### src/rtl/ex_mem_pipe_pkg.sv
// Shared definitions for the EX/MEM stage: bubble constants, opcode width, skid FSM encoding.
// The skid state encoding equals the number of held entries, so it doubles as the occupancy count.
package ex_mem_pipe_pkg;

  localparam int   OP_WIDTH     = 8;
  localparam int   ZERO_WORD    = 0;
  localparam int   NOP_REG_ADDR = 0;
  localparam logic ENABLE       = 1'b1;
  localparam logic DISABLE      = 1'b0;

  typedef enum logic [1:0] {
    ST_EMPTY = 2'd0,
    ST_ONE   = 2'd1,
    ST_FULL  = 2'd2
  } skid_state_e;

endpackage

### src/rtl/ex_mem_skid.sv
// Generic two-slot skid buffer: main slot drives the output, skid slot absorbs one bundle
// while the consumer stalls. in_ready comes from registered state only.
module ex_mem_skid
  import ex_mem_pipe_pkg::*;
#(
  parameter int WIDTH = 8
) (
  input  logic             clk,
  input  logic             rst,
  input  logic             flush,
  input  logic             in_valid,
  output logic             in_ready,
  input  logic [WIDTH-1:0] in_data,
  output logic             out_valid,
  input  logic             out_ready,
  output logic [WIDTH-1:0] out_data,
  output logic [1:0]       occ
);

  skid_state_e      state_q, state_d;
  logic [WIDTH-1:0] main_q, main_d;
  logic [WIDTH-1:0] skid_q, skid_d;
  logic             accept;
  logic             drain;

  assign in_ready  = (state_q != ST_FULL);
  assign out_valid = (state_q != ST_EMPTY);
  assign out_data  = main_q;
  assign occ       = state_q;
  assign accept    = in_valid & in_ready;
  assign drain     = out_valid & out_ready;

  always_ff @(posedge clk) begin
    if (rst) begin
      state_q <= ST_EMPTY;
    end else begin
      state_q <= state_d;
    end
    main_q <= main_d;
    skid_q <= skid_d;
  end

  always_comb begin
    state_d = state_q;
    main_d  = main_q;
    skid_d  = skid_q;
    if (flush) begin
      // Held entries and any same-cycle accept are squashed.
      state_d = ST_EMPTY;
    end else begin
      unique case (state_q)
        ST_EMPTY: begin
          if (accept) begin
            main_d  = in_data;
            state_d = ST_ONE;
          end
        end
        ST_ONE: begin
          if (accept && drain) begin
            main_d = in_data;
          end else if (accept) begin
            skid_d  = in_data;
            state_d = ST_FULL;
          end else if (drain) begin
            state_d = ST_EMPTY;
          end
        end
        ST_FULL: begin
          if (drain) begin
            main_d  = skid_q;
            state_d = ST_ONE;
          end
        end
        default: state_d = ST_EMPTY;
      endcase
    end
  end

endmodule

### src/rtl/ex_mem_pipe.sv
// EX/MEM pipeline stage with valid/ready back-pressure, two-entry skid buffer and flush.
// Define EX_MEM_HILO_EN to carry the HI/LO write fields through the stage.
module ex_mem_pipe
  import ex_mem_pipe_pkg::*;
#(
  parameter int ADDR_W = 32,
  parameter int DATA_W = 32,
  parameter int REG_AW = 5,
  parameter int OP_W   = OP_WIDTH
) (
  input  logic              clk,
  input  logic              rst,
  input  logic              flush,
  input  logic              ex_valid,
  output logic              ex_ready,
  input  logic [ADDR_W-1:0] pc_i,
  input  logic [REG_AW-1:0] ex_rw,
  input  logic              ex_wreg,
  input  logic [DATA_W-1:0] ex_wdata,
  input  logic [OP_W-1:0]   ex_aluop,
  input  logic [ADDR_W-1:0] ex_mem_addr,
  input  logic [DATA_W-1:0] ex_sdata,
`ifdef EX_MEM_HILO_EN
  input  logic              ex_whilo,
  input  logic [DATA_W-1:0] ex_hi,
  input  logic [DATA_W-1:0] ex_lo,
  output logic              mem_whilo,
  output logic [DATA_W-1:0] mem_hi,
  output logic [DATA_W-1:0] mem_lo,
`endif
  output logic              mem_valid,
  input  logic              mem_ready,
  output logic [ADDR_W-1:0] pc_o,
  output logic [REG_AW-1:0] mem_rw,
  output logic              mem_wreg,
  output logic [DATA_W-1:0] mem_wdata,
  output logic [OP_W-1:0]   mem_aluop,
  output logic [ADDR_W-1:0] mem_mem_addr,
  output logic [DATA_W-1:0] mem_sdata,
  output logic [1:0]        occ
);

  localparam int BASE_W = 2 * ADDR_W + REG_AW + 1 + 2 * DATA_W + OP_W;
`ifdef EX_MEM_HILO_EN
  localparam int BUNDLE_W = BASE_W + 1 + 2 * DATA_W;
`else
  localparam int BUNDLE_W = BASE_W;
`endif

  logic [BUNDLE_W-1:0] in_bundle;
  logic [BUNDLE_W-1:0] out_bundle;

  logic [ADDR_W-1:0] held_pc;
  logic [REG_AW-1:0] held_rw;
  logic              held_wreg;
  logic [DATA_W-1:0] held_wdata;
  logic [OP_W-1:0]   held_aluop;
  logic [ADDR_W-1:0] held_mem_addr;
  logic [DATA_W-1:0] held_sdata;

`ifdef EX_MEM_HILO_EN
  logic              held_whilo;
  logic [DATA_W-1:0] held_hi;
  logic [DATA_W-1:0] held_lo;

  assign in_bundle = {pc_i, ex_rw, ex_wreg, ex_wdata, ex_aluop, ex_mem_addr, ex_sdata,
                      ex_whilo, ex_hi, ex_lo};
  assign {held_pc, held_rw, held_wreg, held_wdata, held_aluop, held_mem_addr, held_sdata,
          held_whilo, held_hi, held_lo} = out_bundle;

  assign mem_whilo = mem_valid ? held_whilo : DISABLE;
  assign mem_hi    = mem_valid ? held_hi    : DATA_W'(ZERO_WORD);
  assign mem_lo    = mem_valid ? held_lo    : DATA_W'(ZERO_WORD);
`else
  assign in_bundle = {pc_i, ex_rw, ex_wreg, ex_wdata, ex_aluop, ex_mem_addr, ex_sdata};
  assign {held_pc, held_rw, held_wreg, held_wdata, held_aluop, held_mem_addr, held_sdata} =
         out_bundle;
`endif

  ex_mem_skid #(
    .WIDTH(BUNDLE_W)
  ) u_skid (
    .clk      (clk),
    .rst      (rst),
    .flush    (flush),
    .in_valid (ex_valid),
    .in_ready (ex_ready),
    .in_data  (in_bundle),
    .out_valid(mem_valid),
    .out_ready(mem_ready),
    .out_data (out_bundle),
    .occ      (occ)
  );

  // Outputs read as a clean bubble whenever nothing is held.
  assign pc_o         = mem_valid ? held_pc       : ADDR_W'(ZERO_WORD);
  assign mem_rw       = mem_valid ? held_rw       : REG_AW'(NOP_REG_ADDR);
  assign mem_wreg     = mem_valid ? held_wreg     : DISABLE;
  assign mem_wdata    = mem_valid ? held_wdata    : DATA_W'(ZERO_WORD);
  assign mem_aluop    = mem_valid ? held_aluop    : OP_W'(ZERO_WORD);
  assign mem_mem_addr = mem_valid ? held_mem_addr : ADDR_W'(ZERO_WORD);
  assign mem_sdata    = mem_valid ? held_sdata    : DATA_W'(ZERO_WORD);

endmodule

### config.mk
export PLATFORM = sky130hd
export DESIGN_NAME = ex_mem_pipe
export DESIGN_NICKNAME = d
export VERILOG_FILES = /design/src/rtl/ex_mem_pipe_pkg.sv /design/src/rtl/ex_mem_skid.sv /design/src/rtl/ex_mem_pipe.sv
export SDC_FILE = /design/constraint.sdc
export NUM_CORES = 1
export LEC_CHECK = 0
export ABC_AREA = 1
export BUFFER_PORTS_ARGS = -buffer_cell sky130_fd_sc_hd__buf_2
export CORE_ASPECT_RATIO = 0.7
export CORE_MARGIN = 2
export CORE_UTILIZATION = 50
export DETAILED_ROUTE_END_ITERATION = 10
export GPL_ROUTABILITY_DRIVEN = 0
export GPL_TIMING_DRIVEN = 0
export PLACE_DENSITY_LB_ADDON = 0.05
export SYNTH_ARGS = -nofsm -noshare
export SYNTH_HDL_FRONTEND = slang
export SYNTH_HIERARCHICAL = 1
export SYNTH_SLANG_ARGS = --single-unit
### constraint.sdc
create_clock -name clk -period 28.2 [get_ports clk]
set_clock_uncertainty 0.1 [all_clocks]
set_input_delay 4.23 -clock clk [delete_from_list [all_inputs] [get_ports clk]]
set_output_delay 4.23 -clock clk [all_outputs]
set_load 0.02 [all_outputs]
==> impl_results.md, run 1 <==
- FFs w/ async S/R, synth: 0
- Via count of the first global-routing pass: between 7000 and 8000
- Die Span X: about 190 um
- Vert. Die Dim: approximately 130 um
- Post-detailed-route DRC marker count: 0
- TritonCTS sink count: about 290
- Top cells by area, synth: sky130_fd_sc_hd__edfxtp_1, sky130_fd_sc_hd__nand2_1, sky130_fd_sc_hd__inv_1
- Final slew viol count: 0
- RSZ-0062 raised after global routing: no
- Synth Register Bits: around 290
- Count of pins on the block boundary: around 300
- Relative slew margins: 0.618
- Number of library cell types mapped by synthesis: 15
- Amount of wire on met3 after detailed routing: about 2200 um
- Final period utilization: 0.234
- Via density: 4.58
- Layout cell share with drive strength beyond 1: 0.275
- Origin of the critical flop-to-flop path: u_skid/occ[0]
- Critical path arrival: 2.27 ns
- Largest net degree at the start of global routing: 30
- Synth Flop Type: sky130_fd_sc_hd__edfxtp_1
- 1st-pass router iterations: 6
- Number of instances in the synthesized netlist: around 1100
- Destination of the worst register-to-register timing path: u_skid/skid_q[35]
- Number of standard-cell rows in the floorplan: between 40 and 50
- Final-stage net count: ~1600
- Layout fillers: approximately 1900
- Count of maximum capacitance violations: 0
- Most frequent cells after synthesis: sky130_fd_sc_hd__nand2_1, sky130_fd_sc_hd__edfxtp_1, sky130_fd_sc_hd__inv_1
- Cell Area, Placed: ~0.014 sq mm
- Area of the core: 0.0228 sq mm
- Summed area of non-filler cells in the final layout: 0.0148 sq mm
- Share of synthesized area occupied by flip-flops and latches: 0.731
- Hold Vio Cnt, Final: 0
- Startpoint of the most critical setup path: u_skid/occ[0]
- Largest vdd supply drop: between 0.04 and 0.05 mV
- Required time at the endpoint of the critical path: 23.87 ns
- Die area: between 0.02 and 0.025 sq mm
- R2r setup slk: 25.50 ns
- Critical path startpoint category: flip-flop
- Area of the mapped netlist: approximately 0.012 sq mm
- Design Power: a little over 900 uW
- Area of the multi-input gates: approximately 0.0023 sq mm
- Worst Max-Slew Pin Slew: approximately 0.57 ns
- Worst-path fanout max: 10
- Number of cells on the critical path: 8
- Setup slack after placement: 21.74 ns
- Final setup violation count: 0
- Met2 WL post-DR: approximately 12000 um
- Number of warnings issued by yosys: 6
- Sum of negative setup slack: 0 ns
- Number of hold buffers added after CTS: 0
- Hold crit path type: reg -> reg
- List of cells traversed by the critical path: nor2_1, inv_1, buf_2, buf_6, buf_6, nand2_1, inv_1, buf_2
- Post-synthesis cell type with the largest combined area: sky130_fd_sc_hd__edfxtp_1
- Average wire per standard cell: approximately 15 um
- Antenna violations before repair: 6
- Number of enable-type register cells in the synthesized netlist: about 280
- Global router's overall resource usage: 0.208
- Met1 Routed Length: around 12000 um
- Shortest period the worst path allows: 6.60 ns
- Clock latency at the later pin of the worst-skew pair: 0.54 ns
- Destination of the critical timing path: mem_sdata[13]
- Syn nets: between 1000 and 1500
- Core Util, Final: 0.647
- Average instance area after synthesis: about 11 sq um
- Critical Path Sink Type: output port
- Num CTS Buffers: 29
- # Post-CTS Setup Buffers: 0
- Most numerous cell in the Yosys netlist: sky130_fd_sc_hd__nand2_1
- Total congestion overflow after global routing: 0
- Initial drt markers: 479
- Number of cell instances on the worst register-to-register path: 9
- Highest-delay cell along the critical path: sky130_fd_sc_hd__dfxtp_1
- Clock tree root buffer cell: sky130_fd_sc_hd__clkbuf_16
- Global-route wire length before repair: about 40000 um
- Via Count: 8028
- Wire length after detailed routing: 26200 um
- Final HPWL DP: approximately 19000 um
- Share of the synthesized area in the top cell type: 0.728
- Longest individual stage delay on the worst path: 0.52 ns
- PD cells: slightly above 60 mW/mm^2
- Critical path start-end classification: reg -> out
- Seq. cell area: 0.00857 sq mm
- Initial standard-cell utilization of the core: 0.513
- Buf/Inv on CP: 6
- Clock buffer depth: 3
- Count of cells resized by post-cts repair: 0
- Run status: finished clean
- Achievable frequency: between 0.15 and 0.2 GHz
- Clock transition time at the flip-flop clock pins of the worst setup and hold paths: approximately 0.06 ns
- Count of antenna-violating nets left after detailed routing: 0
- Reported leakage power: ~7.5 nW
- Gate family responsible for the most delay along the worst path: buffers and inverters
- Max Used Layer: met5
- Number of buffers inserted by port buffering: about 290
- Area delta synth->final: 26.2%
- Max H-tree Level: 1
- Worst path setup slack after routing: about 22 ns
- Clock tree from TritonCTS: done
## worst min-delay path: cells and delay by family, from the launching register on
family	cells	cell delay (ns)
AND/OR/NAND/NOR	2	0.10
flip-flops	1	0.32
## kinds of logic after synthesis
group	after synthesis	synth area share
buffers and inverters	196	0.0779
and+or+nand+nor	585	0.188
DFF	286	0.731
AOI/OAI and AO/OA	6	0.00256
## registers in the layout, summed over array words and instances (netlist names)
signal	cells
u_skid/occ	2
u_skid/out_data	142
u_skid/skid_q	142
## metal layers
layer / global-route usage / up-vias
met5: 0 / -
met3: 0.0586 / 46
met4: 0.0608 / 2
li1: - / 4055
met1: 0.286 / 3636
met2: 0.325 / 289
## placed cells by master, fill, tap and decap left out
cell type,instances
sky130_fd_sc_hd__clkbuf_16,29
sky130_fd_sc_hd__clkinv_1,7
sky130_fd_sc_hd__buf_8,1
sky130_fd_sc_hd__edfxtp_1,284
sky130_fd_sc_hd__buf_2,307
sky130_fd_sc_hd__nand2_2,1
sky130_fd_sc_hd__dfxtp_1,2
sky130_fd_sc_hd__buf_16,3
sky130_fd_sc_hd__a21oi_1,3
sky130_fd_sc_hd__o21ai_0,2
sky130_fd_sc_hd__nand2_1,576
sky130_fd_sc_hd__nand3_1,3
sky130_fd_sc_hd__inv_6,1
sky130_fd_sc_hd__clkinv_8,1
sky130_fd_sc_hd__buf_4,10
sky130_fd_sc_hd__nor3b_2,1
sky130_fd_sc_hd__clkbuf_1,13
sky130_fd_sc_hd__buf_6,29
sky130_fd_sc_hd__bufinv_16,2
sky130_fd_sc_hd__a21oi_4,1
sky130_fd_sc_hd__inv_1,147
sky130_fd_sc_hd__nor2_1,4
sky130_fd_sc_hd__diode_2,6
sky130_fd_sc_hd__inv_2,2
sky130_fd_sc_hd__clkinv_2,4
sky130_fd_sc_hd__buf_12,3
## power by group
group          switching [mW]  internal [mW]  total, mW
Clock                   0.155          0.207      0.362
Sequential            0.00352          0.485      0.488
Combinational          0.0417         0.0253     0.0670
Total                   0.200          0.717      0.917
## how the worst min path moves through the flow
| stage | cells after the start | to | startpoint | slack (ns) |
|---|---|---|---|---|
| global placement | 2 | u_skid/out_data[1] | u_skid/skid_q[1] | 0.39 |
| finish | 2 | u_skid/out_data[52] | u_skid/skid_q[52] | 0.41 |
| detailed placement | 2 | u_skid/out_data[49] | u_skid/skid_q[49] | 0.40 |
| CTS | 2 | u_skid/out_data[49] | u_skid/skid_q[49] | 0.41 |
| global route | 2 | u_skid/out_data[122] | u_skid/skid_q[122] | 0.42 |
| floorplan | 2 | u_skid/out_data[0] | u_skid/skid_q[0] | 0.39 |
## cell type report
cell class	count	share of cell area
Antenna cell	6	0.00102
Buffer	47	0.0239
Multi-Input combinational cell	591	0.152
Sequential cell	286	0.579
Clock inverter	15	0.00888
Tap cell	312	0.0264
Clock buffer	36	0.0509
Inverter	149	0.0378
Timing Repair Buffer	312	0.119
## stage by stage
stage,hold WS (ns),std cells
after detailed placement,0.395,1697
after global routing,0.421,1750
final,0.406,1754
after floorplan,0.387,1073
after CTS,0.410,1748
after global placement,0.388,1677
(Power assumes the default switching activity.)
==> run 2, diff against run 1 <==
- ABC_AREA: 1 -> 0
- clock period: 28.2 -> 6.82 ns (I/O delays scaled with it)
==> impl_results.md, run 2 <==
- Clock latency at the later pin of the worst-skew pair: 0.54 ns (about the same)
- Final period utilization: 0.456
- Clock share of power: 0.392 (-0.003)
- Syn nets: 761 (-38%)
- Final slew viol count: 0 (unchanged)
- Reported net switching power: 770 uW (+280%)
- Worst-path fanout max: 10 (unchanged)
- Sw frac: 0.209 (-0.00985)
- Layout fillers: 1686 (-10%)
- Reported leakage power: 5.87 nW (-22%)
- FFs w/ async S/R, synth: 0 (unchanged)
- Count of pins on the block boundary: 293 (unchanged)
- Share of the synthesized area in the top cell type: 0.729 (+0.000856)
- Max H-tree Level: 1 (unchanged)
- Cell depth of the worst min-delay path: 1 (-1)
- Setup slack after placement: 3.62 ns (-18.12 ns)
- Final setup violation count: 0 (unchanged)
- PD cells: 250 mW/mm^2 (+300%)
- TritonCTS sink count: 286 (unchanged)
- Hold Vio Cnt, Final: 0 (unchanged)
- Register share of total power: 0.541 (+0.009)
- Die Span X: 187 um (about the same)
- # Post-CTS Setup Buffers: 0 (unchanged)
- Seq. cell area: 0.00857 sq mm (unchanged)
- Clock tree root buffer cell: sky130_fd_sc_hd__clkbuf_16
- Number of cell instances on the worst register-to-register path: 7 (-2)
- Run status: finished clean
- Internal power contribution: 2.92 mW (+310%)
- Post-detailed-route DRC marker count: 0 (unchanged)
- Synth Flop Type: sky130_fd_sc_hd__edfxtp_1
- Hold Path Sink: u_skid/out_data[78]
- Area of the core: 0.0228 sq mm (-0.25%)
- Cell Area, Placed: 0.0139 sq mm (about the same)
- Critical path startpoint category: flip-flop
- Logic pwr share: 0.067 (-0.006)
- Destination of the worst register-to-register timing path: u_skid/skid_q[55]
- Number of standard-cell rows in the floorplan: 46 (unchanged)
- Most frequent CP cell: sky130_fd_sc_hd__buf_6
- Gate family responsible for the most delay along the worst path: simple AND/OR/NAND/NOR gates
- Largest net degree at the start of global routing: 29 (-3.3%)
- Clock buffer depth: 3 (unchanged)
- Vert. Die Dim: 132 um (about the same)
- Number of hold buffers added after CTS: 0 (unchanged)
- Critical path start-end classification: reg -> out
- Average instance area after synthesis: 19.1 sq um (+75%)
- Count of cells resized by post-cts repair: 0 (unchanged)
- Number of enable-type register cells in the synthesized netlist: 284 (unchanged)
- Critical path arrival: 1.99 ns (-0.28 ns)
- Global router's overall resource usage: 0.195 (-0.0126)
- Num CTS Buffers: 29 (unchanged)
- Number of library cell types mapped by synthesis: 20 (+5)
- Critical Path Sink Type: output port
- Area of the mapped netlist: 0.0117 sq mm (-0.12%)
- Total congestion overflow after global routing: 0 (unchanged)
- Wire length after detailed routing: 24000 um (-8.3%)
- 1st-pass router iterations: 4 (-2)
- Hold path startpoint: u_skid/skid_q[78]
- Combinational family with the most area after synthesis: multiplexers
- Xor-xnor portion of the synthesized cell area: 0 (unchanged)
- Adder and majority cell fraction of the synthesized area: 0 (unchanged)
- Post-synthesis cell type with the largest combined area: sky130_fd_sc_hd__edfxtp_1
- Origin of the critical flop-to-flop path: u_skid/occ[1]
- Buf/Inv on CP: 3 (-3)
- Number of warnings issued by yosys: 6 (unchanged)
- Global-route wire length before repair: 37700 um (-6.1%)
- Via Count: 6363 (-21%)
- Required time at the endpoint of the critical path: 5.70 ns (-18.17 ns)
- Initial standard-cell utilization of the core: 0.513 (+0.000691)
- Number of instances in the synthesized netlist: 614 (-43%)
- Antenna violations before repair: 9 (+3)
- List of cells traversed by the critical path: or2_2, buf_6, buf_6, and2_1, buf_2
- Area of the multi-input gates: 0.00281 sq mm (+25%)
- Layout cell share with drive strength beyond 1: 0.539 (+0.264)
- Final-stage net count: 1098 (-30%)
- Number of buffers inserted by port buffering: 292 (unchanged)
- Largest vdd supply drop: 0.196 mV (+310%)
- Count of antenna-violating nets left after detailed routing: 0 (unchanged)
- Final HPWL DP: 17600 um (-5.5%)
- Hold crit path type: reg -> reg
- Die area: 0.0247 sq mm (-0.11%)
- Worst path setup slack after routing: 3.71 ns (-17.89 ns)
- Clock transition time at the flip-flop clock pins of the worst setup and hold paths: 0.07 ns (about the same)
- Most numerous cell in the Yosys netlist: sky130_fd_sc_hd__edfxtp_1
- Highest-delay cell along the critical path: sky130_fd_sc_hd__or2_2
- Share of synthesized area occupied by flip-flops and latches: 0.732 (+0.000860)
- Sum of negative setup slack: 0 ns (unchanged)
- Most frequent cells after synthesis: sky130_fd_sc_hd__edfxtp_1, sky130_fd_sc_hd__and2_1, sky130_fd_sc_hd__mux2_2
- Longest individual stage delay on the worst path: 0.43 ns (-0.09 ns)
- Relative slew margins: 0.500 (-0.118)
- Simple-gate portion of the synthesized area: 0.0807 (-0.108)
- Clock tree from TritonCTS: done
- Average wire per standard cell: 18.7 um (+25%)
- Most frequent standard cell in the layout excluding fill and tap cells: sky130_fd_sc_hd__buf_2
- Initial drt markers: 354 (-26%)
- Post-synthesis compound-gate area fraction: 0.00225 (-0.000318)
- RSZ-0062 raised after global routing: no
- Summed area of non-filler cells in the final layout: 0.0148 sq mm (-0.23%)
- Leading cell types in the layout, fill and taps excluded: sky130_fd_sc_hd__buf_2, sky130_fd_sc_hd__edfxtp_1, sky130_fd_sc_hd__and2_1
- Via density: 4.94 (+7.9%)
- Worst hold slack: 0.444 ns (+0.0386 ns)
- Achievable frequency: 0.321 GHz
- Synth Register Bits: 286 (unchanged)
- Worst Max-Slew Pin Slew: 0.748 ns (+0.177 ns)
- Shortest period the worst path allows: ~3.1 ns
- R2r setup slk: 4.36 ns (-21.14 ns)
- Area delta synth->final: 26.1%
- Top cells by area, synth: sky130_fd_sc_hd__edfxtp_1, sky130_fd_sc_hd__mux2_2, sky130_fd_sc_hd__and2_1
- Portion of netlist area occupied by mux cells: 0.155 (+0.155)
- Via count of the first global-routing pass: 6775 (-10%)
- Count of maximum capacitance violations: 0 (unchanged)
-- run 2: worst max-delay path by stage --
stage / start / end / slack (ns) / depth (start not counted)
floorplan: mem_ready / u_skid/out_data[0] / 0.98 / 2
global placement: mem_ready / u_skid/out_data[50] / -1.07 / 3
detailed placement: mem_ready / u_skid/skid_q[50] / 3.62 / 8
CTS: u_skid/occ[1] / mem_mem_addr[27] / 3.67 / 5
global route: u_skid/occ[1] / mem_mem_addr[24] / 3.61 / 5
finish: u_skid/occ[1] / mem_mem_addr[24] / 3.71 / 5
-- run 2: metal layers --
layer / part of all wire / wire [um] / track usage / vias to the layer above
met5: 0.0012 / 28 / 0 / -
met4: 0.025 / 599 / 0.0564 / 6
met3: 0.074 / 1770 / 0.0546 / 46
met2: 0.48 / 11600 / 0.326 / 225
met1: 0.42 / 10000 / 0.251 / 3102
li1: - / - / - / 2984
-- run 2: worst reg2reg max path, cell delays in order, from the launching register on --
cell and delay (ns):
sky130_fd_sc_hd__dfxtp_1 0.36, sky130_fd_sc_hd__nor2b_1 0.23, sky130_fd_sc_hd__nor3b_4 0.50, sky130_fd_sc_hd__buf_8 0.24, sky130_fd_sc_hd__buf_16 0.17, sky130_fd_sc_hd__buf_16 0.18
sky130_fd_sc_hd__buf_8 0.20, sky130_fd_sc_hd__buf_16 0.17
-- run 2: cell families (layout without fill, tap and decap cells) --
kind of cell,count (synthesis),after routing
AOI/OAI and AO/OA,4,4
buffers and inverters,32,388
DFF,286,286
muxes,142,142
other,0,7
and+or+nand+nor,150,150
-- run 2: area by class of cell --
class | instances | share of cell area
diodes | 7 | 0.00119
well taps | 312 | 0.0265
clock buffers | 36 | 0.0510
flip-flops and latches | 286 | 0.581
multi-input cells | 296 | 0.190
inverters | 1 | 0.000254
plain buffers | 31 | 0.0232
clock inverters | 14 | 0.00687
repair buffers | 306 | 0.120
-- run 2: power by group through the flow --
stage	registers (mW)	clock network, mW	logic [mW]
final	2.00	1.45	0.247
after global routing	2.00	1.56	0.267
after CTS	2.00	1.49	0.251
after detailed placement	2.03	0	0.250
after global placement	2.04	0	0.229
after floorplan	2.04	0	0.134
-- run 2: stage by stage --
step / utilization / total power [mW] / cells
floorplan: - / 2.17 / 614
global placement: 0.595 / 2.27 / 1218
detailed placement: 0.609 / 2.28 / 1232
CTS: 0.647 / 3.74 / 1282
global route: 0.647 / 3.83 / 1285
finish: 0.647 / 3.69 / 1289
==> run 3, diff against run 2 <==
- CORE_UTILIZATION: 50 -> 48
- clock period: 6.82 -> 2.74 ns (I/O delays scaled with it)
==> impl_results.md, run 3 (same netlist as run 2, synthesis figures left out) <==
- Post-detailed-route DRC marker count: 0 (unchanged)
- Area delta synth->final: 38.2%
- Largest vdd supply drop: 0.504 mV (+160%)
- Clock tree from TritonCTS: done
- Hold crit path type: in -> reg
- Initial drt markers: 332 (-6.2%)
- Area of the core: 0.0238 sq mm (+4.5%)
- Relative slew margins: 0.579 (+0.0784)
- Via count of the first global-routing pass: 7370 (+8.8%)
- Final HPWL DP: 17300 um (-1.6%)
- R2r setup slk: 0.40 ns (-3.96 ns)
- Leading cell types in the layout, fill and taps excluded: sky130_fd_sc_hd__buf_2, sky130_fd_sc_hd__edfxtp_1, sky130_fd_sc_hd__dlygate4sd3_1
- Global-route wire length before repair: 39700 um (+5.5%)
- Worst-path fanout max: 10 (unchanged)
- TritonCTS sink count: 286 (unchanged)
- 1st-pass router iterations: 4 (unchanged)
- Critical path start-end classification: reg -> out
- List of cells traversed by the critical path: or2_2, buf_6, buf_6, and2_1, buf_2
- Critical Path Sink Type: output port
- Via Count: 6942 (+9.1%)
- Cell depth of the worst min-delay path: 2 (+1)
- Count of cells resized by post-cts repair: 0 (unchanged)
- Clock transition time at the flip-flop clock pins of the worst setup and hold paths: 0.05 ns (-0.02 ns)
- Reported net switching power: 1.90 mW (+150%)
- Largest net degree at the start of global routing: 30 (+3.4%)
- Max H-tree Level: 1 (unchanged)
- Clock buffer depth: 3 (unchanged)
- Internal power contribution: 7.41 mW (+150%)
- Register share of total power: 0.534 (-0.007)
- Run status: finished clean
- Total congestion overflow after global routing: 0 (unchanged)
- Most frequent standard cell in the layout excluding fill and tap cells: sky130_fd_sc_hd__buf_2
- Num CTS Buffers: 28 (-3.4%)
- Hold Vio Cnt, Final: 0 (unchanged)
- Final period utilization: 0.920
- RSZ-0062 raised after global routing: no
- Highest-delay cell along the critical path: sky130_fd_sc_hd__or2_2
- Achievable frequency: between 0.3 and 0.4 GHz
- Reported leakage power: 6.46 nW (+10%)
- Critical path startpoint category: flip-flop
- Count of antenna-violating nets left after detailed routing: 0 (unchanged)
- Wire length after detailed routing: 25500 um (+6.0%)
- Sw frac: 0.204 (-0.00416)
- Via density: 4.84 (-1.9%)
- Die Span X: 191 um (+2.0%)
- Core Util, Final: 0.679 (+0.0318)
- Most frequent CP cell: sky130_fd_sc_hd__buf_6
- Worst Max-Slew Pin Slew: 0.630 ns (-0.117 ns)
- Average wire per standard cell: 17.8 um (-4.8%)
- Vert. Die Dim: 135 um (+2.0%)
- Longest individual stage delay on the worst path: 0.44 ns (about the same)
- Global router's overall resource usage: 0.199 (+0.00391)
- Startpoint of the most critical setup path: u_skid/occ[1]
- Count of pins on the block boundary: 293 (unchanged)
- Final setup violation count: 0 (unchanged)
- Required time at the endpoint of the critical path: 2.23 ns (-3.47 ns)
- Count of maximum capacitance violations: 0 (unchanged)
- Worst hold slack: 0.0476 ns (-0.397 ns)
- Shortest period the worst path allows: 2.52 ns
- Final slew viol count: 0 (unchanged)
- Clock latency at the later pin of the worst-skew pair: 0.54 ns (about the same)
- Origin of the critical flop-to-flop path: u_skid/occ[1]
- Logic pwr share: 0.085 (+0.018)
- Final-stage net count: 1242 (+13%)
- Design Power: 9.31 mW (+150%)
- PD cells: 576 mW/mm^2 (+130%)
- Number of standard-cell rows in the floorplan: 47 (+2.2%)
- Hold path startpoint: flush
- Initial standard-cell utilization of the core: 0.491 (-0.0221)
- Critical path arrival: 2.01 ns (+0.02 ns)
- Antenna violations before repair: 0 (-9)
- Clock tree root buffer cell: sky130_fd_sc_hd__clkbuf_16
- Number of buffers inserted by port buffering: 292 (unchanged)
- Die area: 0.0257 sq mm (+4.1%)
- Clock share of power: 0.382 (-0.010)
- Number of cell instances on the worst register-to-register path: 6 (-1)
- Layout cell share with drive strength beyond 1: 0.466 (-0.0728)
- Layout fillers: 1663 (-1.4%)
run 3: per-stage QoR:
step                TNS [ns]  setup slack, ns  cell area [sq um]  instances
finish                     0            0.219              16200       1434
global route               0            0.134              16200       1433
CTS                        0           0.0283              16200       1431
detailed placement   -0.0988         -0.00620              13900       1237
global placement     -830.22            -3.83              13600       1224
floorplan            -393.91            -1.97              11700        614
run 3: cell type report:
| cell class | instances | area (sq um) | share of cell area |
|---|---|---|---|
| Inverter | 1 | 3.75 | 0.000232 |
| Clock inverter | 8 | 58.8 | 0.00364 |
| Tap cell | 318 | 398 | 0.0246 |
| Timing Repair Buffer | 451 | 3200 | 0.198 |
| Sequential cell | 286 | 8570 | 0.530 |
| Buffer | 31 | 343 | 0.0212 |
| Antenna cell | 1 | 2.50 | 0.000155 |
| Clock buffer | 42 | 774 | 0.0479 |
| Multi-Input combinational cell | 296 | 2830 | 0.175 |
run 3: path summary, 6_finish.rpt:
path                         endpoint
hold / removal          u_skid/occ[1]
hold reg to reg   u_skid/out_data[20]
setup reg to reg  u_skid/out_data[16]
setup / recovery     mem_mem_addr[26]
run 3: repair_timing:
| item | CTS | global route |
|---|---|---|
| setup endpoints to repair | 0 | 19 |
| hold buffers | 144 | 0 |
| buffers inserted | 0 | 2 |
| endpoints found under the hold margin | 144 | 0 |
run 3: worst max-delay path, delay by kind of cell, from the launching register on:
family        cells  cell delay, ns
buf+inv           3            0.54
flops             1            0.35
simple gates      2            0.58
run 3: power groups by stage:
stage          clock, mW  sequential, mW  combinational (mW)
2_1_floorplan          0            5.06               0.336
3_3_place_gp           0            5.07               0.574
3_5_place_dp           0            5.06               0.624
4_1_cts             3.64            4.97               0.794
5_1_grt             3.81            4.98               0.851
6_report            3.55            4.97               0.790
run 3: per-layer routing:
layer	global-route usage	vias to the layer above	wire length, um
met5	0	-	0
met4	0.0668	0	860
met3	0.0424	61	1570
met2	0.329	239	12100
met1	0.264	3382	10900
li1	-	3260	-
